==> src/rtl/batpu_pkg.sv <==
// BatPU2 shared types for the execute slice.
// Op codes, widths and the EXE stage payload.
package batpu_pkg;

  localparam int REG_COUNT = 16;
  localparam int DATA_W    = 8;

  typedef enum logic [2:0] {
    OP_ADD = 3'd0,
    OP_SUB = 3'd1,
    OP_NOR = 3'd2,
    OP_AND = 3'd3,
    OP_XOR = 3'd4,
    OP_RSH = 3'd5,
    OP_INC = 3'd6,
    OP_DEC = 3'd7
  } alu_op_t;

  typedef logic [3:0]        reg_idx_t;
  typedef logic [DATA_W-1:0] data_t;

  typedef struct packed {
    alu_op_t  op;
    reg_idx_t rd;
    data_t    a;
    data_t    b;
    logic     set_flags;
  } ex_payload_t;

endpackage

==> src/rtl/regfile_2r1w.sv <==
// BatPU2 register file: two comb read ports, one debug read,
// one synchronous write port; r0 is hardwired to zero.
module regfile_2r1w
  import batpu_pkg::*;
#(
  parameter int NREG = REG_COUNT,
  parameter int DW   = DATA_W
) (
  input  logic          clk,
  input  logic          sync_rst,
  input  logic          we,
  input  logic [3:0]    wa,
  input  logic [DW-1:0] wd,
  input  logic [3:0]    ra,
  input  logic [3:0]    rb,
  input  logic [3:0]    rdbg,
  output logic [DW-1:0] da,
  output logic [DW-1:0] db,
  output logic [DW-1:0] ddbg
);

  logic [DW-1:0] mem [NREG];

  // Reset clears every entry; writes to r0 are dropped
  always_ff @(posedge clk) begin
    if (sync_rst) begin
      for (int i = 0; i < NREG; i++)
        mem[i] <= '0;
    end else if (we && wa != 4'd0) begin
      mem[wa] <= wd;
    end
  end

  // Combinational reads, r0 forced to zero
  always_comb begin
    da   = (ra   == 4'd0) ? '0 : mem[ra];
    db   = (rb   == 4'd0) ? '0 : mem[rb];
    ddbg = (rdbg == 4'd0) ? '0 : mem[rdbg];
  end

endmodule

==> src/rtl/exec_stage.sv <==
// BatPU2 operand-read + execute stage.
// Bypassed operand capture into EXE, writeback of alu result/flags.
module exec_stage
  import batpu_pkg::*;
#(
  parameter int REG_COUNT = 16,
  parameter int DATA_W    = 8
) (
  input  logic              clk,
  input  logic              sync_rst,
  input  logic              clk_en,
  input  logic              hold,
  input  logic              in_valid,
  output logic              in_ready,
  input  logic [2:0]        in_op,
  input  logic [3:0]        in_ra,
  input  logic [3:0]        in_rb,
  input  logic [3:0]        in_rd,
  input  logic              in_set_flags,
  output logic [DATA_W-1:0] alu_a,
  output logic [DATA_W-1:0] alu_b,
  output logic [2:0]        alu_op,
  input  logic [DATA_W-1:0] alu_res,
  input  logic              alu_carry,
  input  logic              alu_zero,
  output logic              wb_valid,
  output logic [3:0]        wb_rd,
  output logic [DATA_W-1:0] wb_data,
  output logic              flag_carry,
  output logic              flag_zero,
  input  logic [3:0]        dbg_addr,
  output logic [DATA_W-1:0] dbg_data
);

  ex_payload_t ex;
  logic        ex_valid;
  logic        adv;
  logic [DATA_W-1:0] rf_a;
  logic [DATA_W-1:0] rf_b;
  logic [DATA_W-1:0] opa;
  logic [DATA_W-1:0] opb;

  assign adv      = clk_en & ~hold;
  assign in_ready = ~hold;
  assign wb_valid = ex_valid & adv;
  assign wb_rd    = ex.rd;
  assign wb_data  = alu_res;
  assign alu_a    = ex.a;
  assign alu_b    = ex.b;
  assign alu_op   = ex.op;

  regfile_2r1w #(
    .NREG (REG_COUNT),
    .DW   (DATA_W)
  ) u_rf (
    .clk      (clk),
    .sync_rst (sync_rst),
    .we       (wb_valid),
    .wa       (ex.rd),
    .wd       (alu_res),
    .ra       (in_ra),
    .rb       (in_rb),
    .rdbg     (dbg_addr),
    .da       (rf_a),
    .db       (rf_b),
    .ddbg     (dbg_data)
  );

  // Forward the in-flight result when it targets a source register
  always_comb begin
    opa = rf_a;
    opb = rf_b;
    if (wb_valid && ex.rd != 4'd0 && ex.rd == in_ra)
      opa = alu_res;
    if (wb_valid && ex.rd != 4'd0 && ex.rd == in_rb)
      opb = alu_res;
  end

  // EXE register and flags; everything frozen unless clk_en & !hold
  always_ff @(posedge clk) begin
    if (sync_rst) begin
      ex         <= '0;
      ex_valid   <= 1'b0;
      flag_carry <= 1'b0;
      flag_zero  <= 1'b0;
    end else if (adv) begin
      ex_valid <= in_valid;
      if (in_valid) begin
        ex.op        <= alu_op_t'(in_op);
        ex.rd        <= in_rd;
        ex.a         <= opa;
        ex.b         <= opb;
        ex.set_flags <= in_set_flags;
      end
      if (ex_valid && ex.set_flags) begin
        flag_carry <= alu_carry;
        flag_zero  <= alu_zero;
      end
    end
  end

endmodule

==> config.mk <==
export PLATFORM = sky130hd
export DESIGN_NAME = exec_stage
export DESIGN_NICKNAME = d
export VERILOG_FILES = /design/src/rtl/batpu_pkg.sv /design/src/rtl/regfile_2r1w.sv /design/src/rtl/exec_stage.sv
export SDC_FILE = /design/constraint.sdc
export NUM_CORES = 1
export LEC_CHECK = 0
export BUFFER_PORTS_ARGS = -buffer_cell sky130_fd_sc_hd__buf_2
export CORE_UTILIZATION = 45
export CTS_BUF_LIST = sky130_fd_sc_hd__clkbuf_8
export DETAILED_ROUTE_END_ITERATION = 10
export SYNTH_ARGS = -nofsm -noshare
export SYNTH_HDL_FRONTEND = slang
export SYNTH_SLANG_ARGS = --single-unit
==> constraint.sdc <==
create_clock -name clk -period 3.2 [get_ports clk]
set_clock_uncertainty 0.1 [all_clocks]
set_input_delay 0.32 -clock clk [delete_from_list [all_inputs] [get_ports clk]]
set_output_delay 0.32 -clock clk [all_outputs]
set_load 0.05 [all_outputs]
==> results.toml, run 1 <==
[placed_design]
placed_cells = 1090
io_buffer_count = 77
gp_congestion = 0.939
post-dp-hpwl_microns = 23500
dpl-instance-area_sq_um = 10200
pre_cts_slack_ns = 0.441

[setup_path]
cp_slowest_cell = "edfxtp_1"
cp_max_fo = 3
path_cells = "mux4_2, nor2b_1, a211oi_1, a211oi_1, buf_2"
crit_required_ns = 2.78
setup.worst_path.class = "reg -> out"
arrival_ns = 2.39
endpoint_kind = "output port"
startpoint_type = "register"
slowest_delay_ns = 0.50
cpMostUsedCell = "a211oi_1"

[power]
pwr-share-comb_pct = 17.0
seqPwrFrac_pct = 50.4
peakVddDrop_mv = 0.249
switching_share_pct = 32.6
finalPower_mw = 4.66
power.density_nw_per_um2 = 438
power_leakage_nw = 4.12
clkPwrFrac_pct = 32.6
netSwitchingPower_mw = 1.52
p_int_mw = 3.15

[synth]
syn_inst = 803
synthFlopType = "edfxtp_1"
synth-seq-area-share_pct = 44.6
avgSynthCellArea_sq_um = 12.2
async_flop_share_pct = 0
ys_warn_count = 0
synth-seq-cells = 155
synth.distinct_cells = 46
synth_edf_count = 128
syn_area_sq_um = 9820

[clocking]
post_cts_buffers = 0
clk_latency_ns = 0.47
cts.sink_count = 155
htree_levels = 4
tritoncts = "yes"
cts-buffers-inserted = 17
clk_pin_slew_ns = 0.10
root_buffer = "clkbuf_8"
cts.path.max_buffers = 2

[run_status]
outcome = "complete, no violations"

[routing]
vias_per_cell = 6.29
drt_iter0_markers = 646
post_drt_wl_per_cell_microns = 28.8
firstDrtPassIters = 5
vias = 7116
ant_nets = 0
drt-total-wl_microns = 32600
drc_errors = 0

[final_layout]
layoutNonFillerInstCount = 1131
finish.utilization_pct = 50.2
syn_to_final_growth_pct = 8.45
fillerInstances = 1919
num_antenna_cells = 0
final_area_sq_um = 10600
nNetsFinal = 878
drive_above_1_share_pct = 29.1

[sta]
setup_tns_ns = 0
tightest_slew_ns = 1.08
slew_viol_final = 0
setup_violations = 0
hold_viol_final = 0
fin_crit_sh_pct = 87.9
period_needed_ns = 2.81
setup_ws_ns = 0.388
max_freq_mhz = 356
holdWs_ns = 0.0261
rsz0062_at_grt = "no"
slew_headroom_pct = 27.6

[global_routing]
grt_max_degree = 50
grt_pass1_wl_microns = 46900
track_usage_pct = 30.2
grt_pass1_vias = 6808
overflow = 0
antenna_found_initial = 1

[flow_run]
max-cap-violations = 0

[floorplanning]
core_sq_um = 21200
initial_utilization_pct = 46.3
ios = 78
die_w_microns = 150
die_area_sq_um = 22400
row_count = 53
die_h_microns = 150

[min_path]
min_path_type = "in -> reg"
-- cell usage after synthesis, drive strengths merged (2+ instances only) --
| cell type | instances | area (sq um) |
|---|---|---|
| a21oi | 13 | 72.6 |
| or2 | 17 | 106 |
| nor4 | 4 | 61.3 |
| nor3 | 6 | 40.0 |
| a211oi | 48 | 440 |
| nand2 | 21 | 78.8 |
| nand2b | 6 | 37.5 |
| mux2 | 32 | 360 |
| and2b | 6 | 45.0 |
| nand3 | 5 | 25.0 |
| inv | 2 | 7.51 |
| dfxtp | 27 | 541 |
| o211a | 16 | 160 |
| edfxtp | 128 | 3840 |
| a2111oi | 16 | 205 |
| a22oi | 16 | 120 |
| o22ai | 16 | 100 |
| buf | 71 | 517 |
| nand3b | 2 | 15.0 |
| a31oi | 16 | 100 |
| nor2b | 20 | 125 |
| mux4 | 48 | 1080 |
| clkbuf | 31 | 119 |
| and2 | 122 | 763 |
| nor2 | 29 | 111 |
| xor2 | 8 | 70.1 |
| o21ai | 16 | 80.1 |
| mux2i | 56 | 561 |
-- area by class of cell --
type                            instances  area, sq um  share of cell area, %
Clock buffer                           18          248                   2.33
Inverter                                2         7.51                 0.0705
Clock inverter                         14          146                   1.37
Multi-Input combinational cell        551         4820                   45.2
Sequential cell                       155         4380                   41.2
Timing Repair Buffer                  116          701                   6.58
Tap cell                              275          344                   3.23
-- critical path: cells and delay by family, from the launching register on --
family | cells | cell delay, ns
and+or+nand+nor | 1 | 0.14
AOI/OAI and AO/OA | 2 | 0.53
buffers and inverters | 1 | 0.25
muxes | 1 | 0.50
DFF | 1 | 0.50
-- what timing repair did --
item	CTS	global route
resized for setup	0	0
hold buffers	9	0
endpoints found under the hold margin	9	0
-- worst paths after layout --
path / startpoint / end / slack, ns / cells past startpoint
max: u_rf.mem[3][0]$_SDFFCE_PN0P_ / dbg_data[0] / 0.39 / 5
max reg2reg: wb_rd[0]$_SDFFE_PP0P_ / alu_b[7]$_SDFFE_PP0P_ / 0.76 / 5
min reg2reg: flag_zero$_SDFFE_PP0P_ / flag_zero$_SDFFE_PP0P_ / 0.37 / 2
min: alu_carry / flag_carry$_SDFFE_PP0P_ / 0.03 / 3
-- power by group through the flow --
stage	combinational, mW	clock, mW	sequential (mW)
floorplan	0.608	0	2.33
global placement	0.770	0	2.39
detailed placement	0.776	0	2.39
CTS	0.786	1.54	2.34
global route	0.834	1.61	2.35
finish	0.792	1.52	2.35
-- registers in the layout (all words and copies together), names as in the netlist --
signal / flops
ex_valid: 1
wb_rd: 4
flag_zero: 1
flag_carry: 1
alu_op: 3
alu_a: 8
ex: 1
u_rf.mem: 128
alu_b: 8
-- per-layer routing --
metal	GRT usage (%)	part of all wire (%)	vias to the layer above
met5	0	0	-
met1	43.8	45	3623
met4	8.59	1.9	0
met3	7.47	9.1	34
li1	-	-	3097
met2	44.6	44	362
-- cells in the final DEF (no fill, tap or decap), drive strengths merged, types with 8 or more instances in the layout --
master,netlist,routed
a2111oi,16,16
a211oi,48,48
a21oi,13,13
a22oi,16,16
a31oi,16,16
and2,122,122
buf,71,107
clkbuf,31,18
conb,1,8
dfxtp,27,27
dlygate4sd3,0,9
edfxtp,128,128
inv,2,11
mux2,32,32
mux2i,56,56
mux4,48,48
nand2,21,21
nor2,29,29
nor2b,20,20
o211a,16,16
o21ai,16,16
o22ai,16,16
or2,17,17
xor2,8,8
-- kinds of logic (layout without fill, tap and decap cells) --
| group | Yosys count | after routing | synth area share [%] |
|---|---|---|---|
| XOR/XNOR | 8 | 8 | 0.714 |
| flip-flops | 155 | 155 | 44.6 |
| multiplexers | 136 | 136 | 20.4 |
| other | 1 | 8 | 0.0382 |
| AO/OA/AOI/OAI | 157 | 157 | 13.0 |
| buffers and inverters | 104 | 150 | 6.55 |
| AND/OR/NAND/NOR | 242 | 242 | 14.6 |
Note: power is estimated with default switching activity, not from simulation.
==> run 2, diff against run 1 <==
--- a/config.mk
+++ b/config.mk
@@ -9,6 +9,7 @@
 export CORE_UTILIZATION = 45
 export CTS_BUF_LIST = sky130_fd_sc_hd__clkbuf_8
 export DETAILED_ROUTE_END_ITERATION = 10
+export SLEW_MARGIN = 40
 export SYNTH_ARGS = -nofsm -noshare
 export SYNTH_HDL_FRONTEND = slang
 export SYNTH_SLANG_ARGS = --single-unit
==> constraint.sdc (replaced) <==
create_clock -name clk -period 3.2 [get_ports clk]
set_clock_uncertainty 0.1 [all_clocks]
set_input_delay 0 -clock clk [delete_from_list [all_inputs] [get_ports clk]]
set_output_delay 0 -clock clk [all_outputs]
set_load 0.05 [all_outputs]
==> run 2 against run 1 <==
Compared with the run above:
- worst hold slack got worse by 0.0028 ns
- design area rose by 0.29%
- first-iteration DRC count is 3.3% higher
- die area is the same
- critical path type unchanged
- core utilization rose by 0.15 points
- critical endpoint is now dbg_data[4]
==> results.toml, run 2 (same netlist as run 1, synthesis figures left out) <==
[clocking]
cts.path.max_buffers = 2
post_cts_buffers = 0
cts-buffers-inserted = 17
clk_pin_slew_ns = 0.10
tritoncts = "yes"
root_buffer = "clkbuf_8"
htree_levels = 4
hold_buffers = 14
cts.sink_count = 155
cts_resized = 0
clk_latency_ns = 0.47

[placed_design]
gp_congestion = 0.954
io_buffer_count = 77
dpl-instance-area_sq_um = 10100
post-dp-hpwl_microns = 23000

[setup_path]
cp_max_fo = 3
setup.worst_path.class = "reg -> out"
startpoint_type = "register"
arrival_ns = 2.39
crit_required_ns = 3.10
endpoint_kind = "output port"

[routing]
drt-total-wl_microns = 32800
firstDrtPassIters = 5
vias = 7177
vias_per_cell = 6.37
drc_errors = 0
drt_iter0_markers = 667
ant_nets = 0
post_drt_wl_per_cell_microns = 29.2

[final_layout]
num_antenna_cells = 0
final_common_cell = "edfxtp_1"
most-common-layout-cells = "128 x edfxtp_1, 122 x and2_1, 76 x buf_2, 56 x mux2i_1, 48 x mux4_2"
nNetsFinal = 873
regMostFlops = "u_rf.mem"
syn_to_final_growth_pct = 8.77
largest_reg_flops = 128
drive_above_1_share_pct = 28.3
final_area_sq_um = 10700

[sta]
setup_tns_ns = 0
hold_viol_final = 0
period_needed_ns = 2.49
tightest_slew_ns = 0.895
slew_headroom_pct = 40.3
slew_viol_final = 0
setup_violations = 0
rsz0062_at_grt = "no"
max_freq_mhz = 401
fin_crit_sh_pct = 77.9

[global_routing]
overflow = 0
grt_pass1_vias = 6992
grt_max_degree = 51
grt_pass1_wl_microns = 47900
track_usage_pct = 30.5
antenna_found_initial = 1

[power]
power.density_nw_per_um2 = 443
peakVddDrop_mv = 0.295
finalPower_mw = 4.73
power_leakage_nw = 4.11

[floorplanning]
die_area_sq_um = 22400
die_h_microns = 150
initial_utilization_pct = 46.3
die_w_microns = 150
ios = 78
core_sq_um = 21200
row_count = 53

[flow_run]
max-cap-violations = 0

[run_status]
outcome = "complete, no violations"

[min_path]
min_path_type = "in -> reg"
==> run 2: cell types whose count changed in the layout (fill, tap and decap cells not counted), moves of 2 or more <==
cell / before / now
buf_12: 0 / 2
buf_4: 30 / 19
bufinv_16: 0 / 2
clkinv_8: 2 / 0
dlygate4sd3_1: 9 / 14
inv_6: 5 / 3
inv_8: 4 / 2
==> run 2: cell type report <==
| cell class | count | area, sq um |
|---|---|---|
| fill | 1868 | 10500 |
| multi-input combinational | 551 | 4820 |
| sequential | 155 | 4380 |
| timing repair buffer | 111 | 703 |
| tap | 275 | 344 |
| clock buffer | 19 | 262 |
| clock inverter | 13 | 155 |
| inverter | 2 | 7.51 |
==> run 2: final timing paths <==
path | start | end | slack [ns] | cells after the start
max reg2reg | wb_rd[0]$_SDFFE_PP0P_ | alu_b[7]$_SDFFE_PP0P_ | 0.77 | 5
min reg2reg | alu_op[1]$_SDFFE_PP0P_ | alu_op[1]$_SDFFE_PP0P_ | 0.37 | 2
min | alu_res[6] | alu_a[6]$_SDFFE_PP0P_ | 0.02 | 3
max | u_rf.mem[3][4]$_SDFFCE_PN0P_ | dbg_data[4] | 0.71 | 5
==> run 2: worst max-delay path: stages (launching register included) <==
cell,delay (ns)
edfxtp_1,0.45
mux4_2,0.49
nor2b_1,0.15
a211oi_1,0.38
a211oi_1,0.18
buf_2,0.27
==> run 2: per-stage QoR <==
| step | hold WS, ns | instances | util, % | setup WS [ns] |
|---|---|---|---|---|
| 2_1_floorplan | 0.0360 | 810 | - | 1.04 |
| 3_5_place_dp | 0.152 | 1080 | 47.7 | 0.817 |
| 5_1_grt | 0.0145 | 1126 | 50.3 | 0.606 |
| 6_report | 0.0232 | 1126 | 50.3 | 0.708 |
| 4_1_cts | 0.00788 | 1126 | 50.3 | 0.689 |
| 3_3_place_gp | 0.143 | 1080 | 47.7 | 0.870 |
==> run 2: report_power, final <==
group          switching (mW)  internal [mW]
Sequential             0.0977           2.25
Clock                   0.836          0.755
Combinational           0.505          0.286
Total                    1.44           3.29
==> run 2: layer usage <==
| metal | global-route usage [%] | vias up | share of wire, % |
|---|---|---|---|
| li1 | - | 3091 | - |
| met5 | 0 | - | 0.040 |
| met1 | 44.5 | 3646 | 45 |
| met4 | 8.33 | 2 | 1.9 |
| met3 | 7.41 | 45 | 9.3 |
| met2 | 45.1 | 393 | 44 |
==> run 3, diff against run 2 <==
--- a/config.mk
+++ b/config.mk
@@ -5,10 +5,12 @@
 export SDC_FILE = /design/constraint.sdc
 export NUM_CORES = 1
 export LEC_CHECK = 0
+export ABC_AREA = 1
 export BUFFER_PORTS_ARGS = -buffer_cell sky130_fd_sc_hd__buf_2
 export CORE_UTILIZATION = 45
 export CTS_BUF_LIST = sky130_fd_sc_hd__clkbuf_8
 export DETAILED_ROUTE_END_ITERATION = 10
+export PLACE_DENSITY = 0.65
 export SLEW_MARGIN = 40
 export SYNTH_ARGS = -nofsm -noshare
 export SYNTH_HDL_FRONTEND = slang
==> constraint.sdc (replaced) <==
create_clock -name clk -period 2.1 [get_ports clk]
set_clock_uncertainty 0.1 [all_clocks]
set_input_delay 0 -clock clk [delete_from_list [all_inputs] [get_ports clk]]
set_output_delay 0 -clock clk [all_outputs]
set_load 0.05 [all_outputs]
==> run 3 against run 2 <==
Compared with the run above:
- largest power group unchanged
- first-iteration DRC count rose to 2.7 times the previous value
- highest routed layer unchanged
- synthesized cell count up 86%
- non-clock buffer count up 68
- the flow now finishes with violations (design-rule violations)
- via count grew 47%
==> results.toml, run 3 <==
[clocking]
htree_levels = 4
post_cts_buffers = 0
cts-buffers-inserted = 17
cts.sink_count = 155
clk_latency_ns = 0.48
cts.path.max_buffers = 2
tritoncts = "yes"
clk_pin_slew_ns = 0.09
root_buffer = "clkbuf_8"

[routing]
met2_length_microns = 15000
drc_errors = 17
drt-total-wl_microns = 37400
drt_iter0_markers = 1777
firstDrtPassIters = 10
post_drt_wl_per_cell_microns = 20.0
wl_met3_microns = 5390
wirelength_met1_microns = 15900
vias = 10500
highest_layer = "met5"
ant_nets = 0
vias_per_cell = 5.63

[final_layout]
largest_reg_flops = 128
syn_to_final_growth_pct = 14.6
layoutNonFillerInstCount = 1874
fillerInstances = 2167
multiInputGateArea_sq_um = 4490
most-common-layout-cells = "482 x nand2_1, 205 x nand3_1, 187 x inv_1, 133 x nor2_1, 128 x edfxtp_1"
num_antenna_cells = 0
seqCellArea_sq_um = 4380
nNetsFinal = 1617
regMostFlops = "u_rf.mem"
final_common_cell = "nand2_1"
finish.utilization_pct = 52.9
drive_above_1_share_pct = 12.4

[synth]
yosys.area.top_type = "edfxtp_1"
synthMuxAreaShare_pct = 0
ys_warn_count = 0
syn_area_sq_um = 10100
synth-simple-area-share_pct = 34.0
synth_top_family_by_area = "simple AND/OR/NAND/NOR gates"
avgSynthCellArea_sq_um = 6.78
synth.distinct_cells = 20
synthTopCellsByArea = "edfxtp_1 38%, nand2_1 18%, nand3_1 10%, inv_1 6.9%, dfxtp_1 5.3%"
syn_inst = 1495
synth_compound_area_share_pct = 9.03
synth_common_cells = "483 x nand2_1, 205 x nand3_1, 187 x inv_1, 133 x nor2_1, 128 x edfxtp_1"
synthFlopType = "edfxtp_1"
async_flop_share_pct = 0
synth-seq-area-share_pct = 43.2
synth_top_area_share_pct = 37.9
synthMostInstantiatedCell = "nand2_1"
synthXorXnorAreaFrac_pct = 0.691
synth-seq-cells = 155
synth_edf_count = 128
synthAdderAreaFrac_pct = 0

[setup_path]
r2r-end = "u_rf.mem[3][3]$_SDFFCE_PN0P_"
rr_worst_depth = 7
arrival_ns = 1.97
endpoint_kind = "output port"
path_buf_inv = 1
r2r_setup_slack_ns = 0.23
startpoint_type = "register"
setup.worst_path.class = "reg -> out"
cpMostUsedCell = "nand3_1"
crit_required_ns = 2.00
path_cells = "o21ai_0, nand3_1, nand3_1, a21oi_1, buf_4"
cp_max_fo = 2
path_delay_family = "compound AO/OA/AOI/OAI gates"
critPathLaunch = "u_rf.mem[11][4]$_SDFFCE_PN0P_"
path_depth = 5
crit_end = "dbg_data[4]"
r2r-start = "wb_rd[2]$_SDFFE_PP0P_"
cp_slowest_cell = "edfxtp_1"
slowest_delay_ns = 0.43

[power]
power_leakage_nw = 5.69
finalPower_mw = 7.31
peakVddDrop_mv = 0.383
power.density_nw_per_um2 = 630

[global_routing]
overflow = 0
antenna_found_initial = 1
grt_pass1_vias = 9409
grt_pass1_wl_microns = 56800
track_usage_pct = 32.7
grt_max_degree = 65

[run_status]
outcome = "complete, but fails checks"
violations = "design-rule violations"

[floorplanning]
die_area_sq_um = 23100
initial_utilization_pct = 46.2
core_sq_um = 22000
die_w_microns = 152
ios = 78
die_h_microns = 152
row_count = 54

[sta]
slew_viol_final = 0
rsz0062_at_grt = "yes"
period_needed_ns = 2.07
max_freq_mhz = 484
holdWs_ns = 0.0939
slew_headroom_pct = 53.4
setup_violations = 0
hold_viol_final = 0
tightest_slew_ns = 0.694
fin_crit_sh_pct = 98.4
setup_tns_ns = 0

[placed_design]
post-dp-hpwl_microns = 26400
io_buffer_count = 77
gp_congestion = 0.945
placed_cells = 1810

[min_path]
min_path_type = "in -> reg"

[flow_run]
max-cap-violations = 0
[run 3: logic make-up (layout without fill, tap and decap cells)]
kind of cell,after synthesis,in the layout
other cells,1,8
buf+inv,313,405
simple gates,835,835
flops,155,155
xor+xnor,8,8
compound gates,183,183
[run 3: routing by layer]
metal / vias to the layer above / GRT usage, %
met5: - / 0
met4: 2 / 10.3
met3: 92 / 7.05
met2: 763 / 45.9
met1: 4800 / 49.4
li1: 4889 / -
[run 3: area by class of cell]
class	instances	share of cell area (%)
well taps	280	3.02
repair buffers	179	11.1
multi-input cells	1034	38.6
clock buffers	17	2.01
flip-flops and latches	155	37.7
clock inverters	14	1.17
inverters	195	6.30
[run 3: repair_timing]
item / in CTS / in global routing
endpoints found under the setup margin: 1 / 8
endpoints found under the hold margin: 39 / 0
pin swaps: 0 / 1
hold buffers: 33 / 0
resized for setup: 1 / 27
[run 3: worst min path at each step]
stage,from,end,slack (ns),depth (start not counted)
floorplan,sync_rst,alu_op[0]$_SDFFE_PP0P_,-0.03,1
global placement,in_op[2],alu_op[2]$_SDFFE_PP0P_,0.15,3
detailed placement,in_op[2],alu_op[2]$_SDFFE_PP0P_,0.15,3
CTS,in_rb[2],alu_b[2]$_SDFFE_PP0P_,0.07,6
global route,sync_rst,flag_zero$_SDFFE_PP0P_,0.11,5
finish,in_rb[2],alu_b[2]$_SDFFE_PP0P_,0.09,6
[run 3: power breakdown]
| part | total [mW] | internal, mW | switching (mW) |
|---|---|---|---|
| clock network | 2.25 | 0.958 | 1.29 |
| logic | 1.58 | 0.446 | 1.13 |
| registers | 3.49 | 3.43 | 0.0629 |
| total | 7.31 | 4.83 | 2.48 |
[run 3: worst register-to-register path, cell delays in order, from the launching register on]
cell and delay (ns):
dfxtp_1 0.36, nor2_2 0.05, nand2_1 0.11, nand3_2 0.15, nor3_2 0.20, buf_4 0.16, nand2_1 0.08, nand2_1 0.32
[run 3: through the flow]
stage	cell area (sq um)	setup WS, ns
2_1_floorplan	10200	0.135
3_3_place_gp	10900	0.215
3_5_place_dp	10900	0.249
4_1_cts	11600	0.00825
5_1_grt	11600	-0.0283
6_report	11600	0.0336
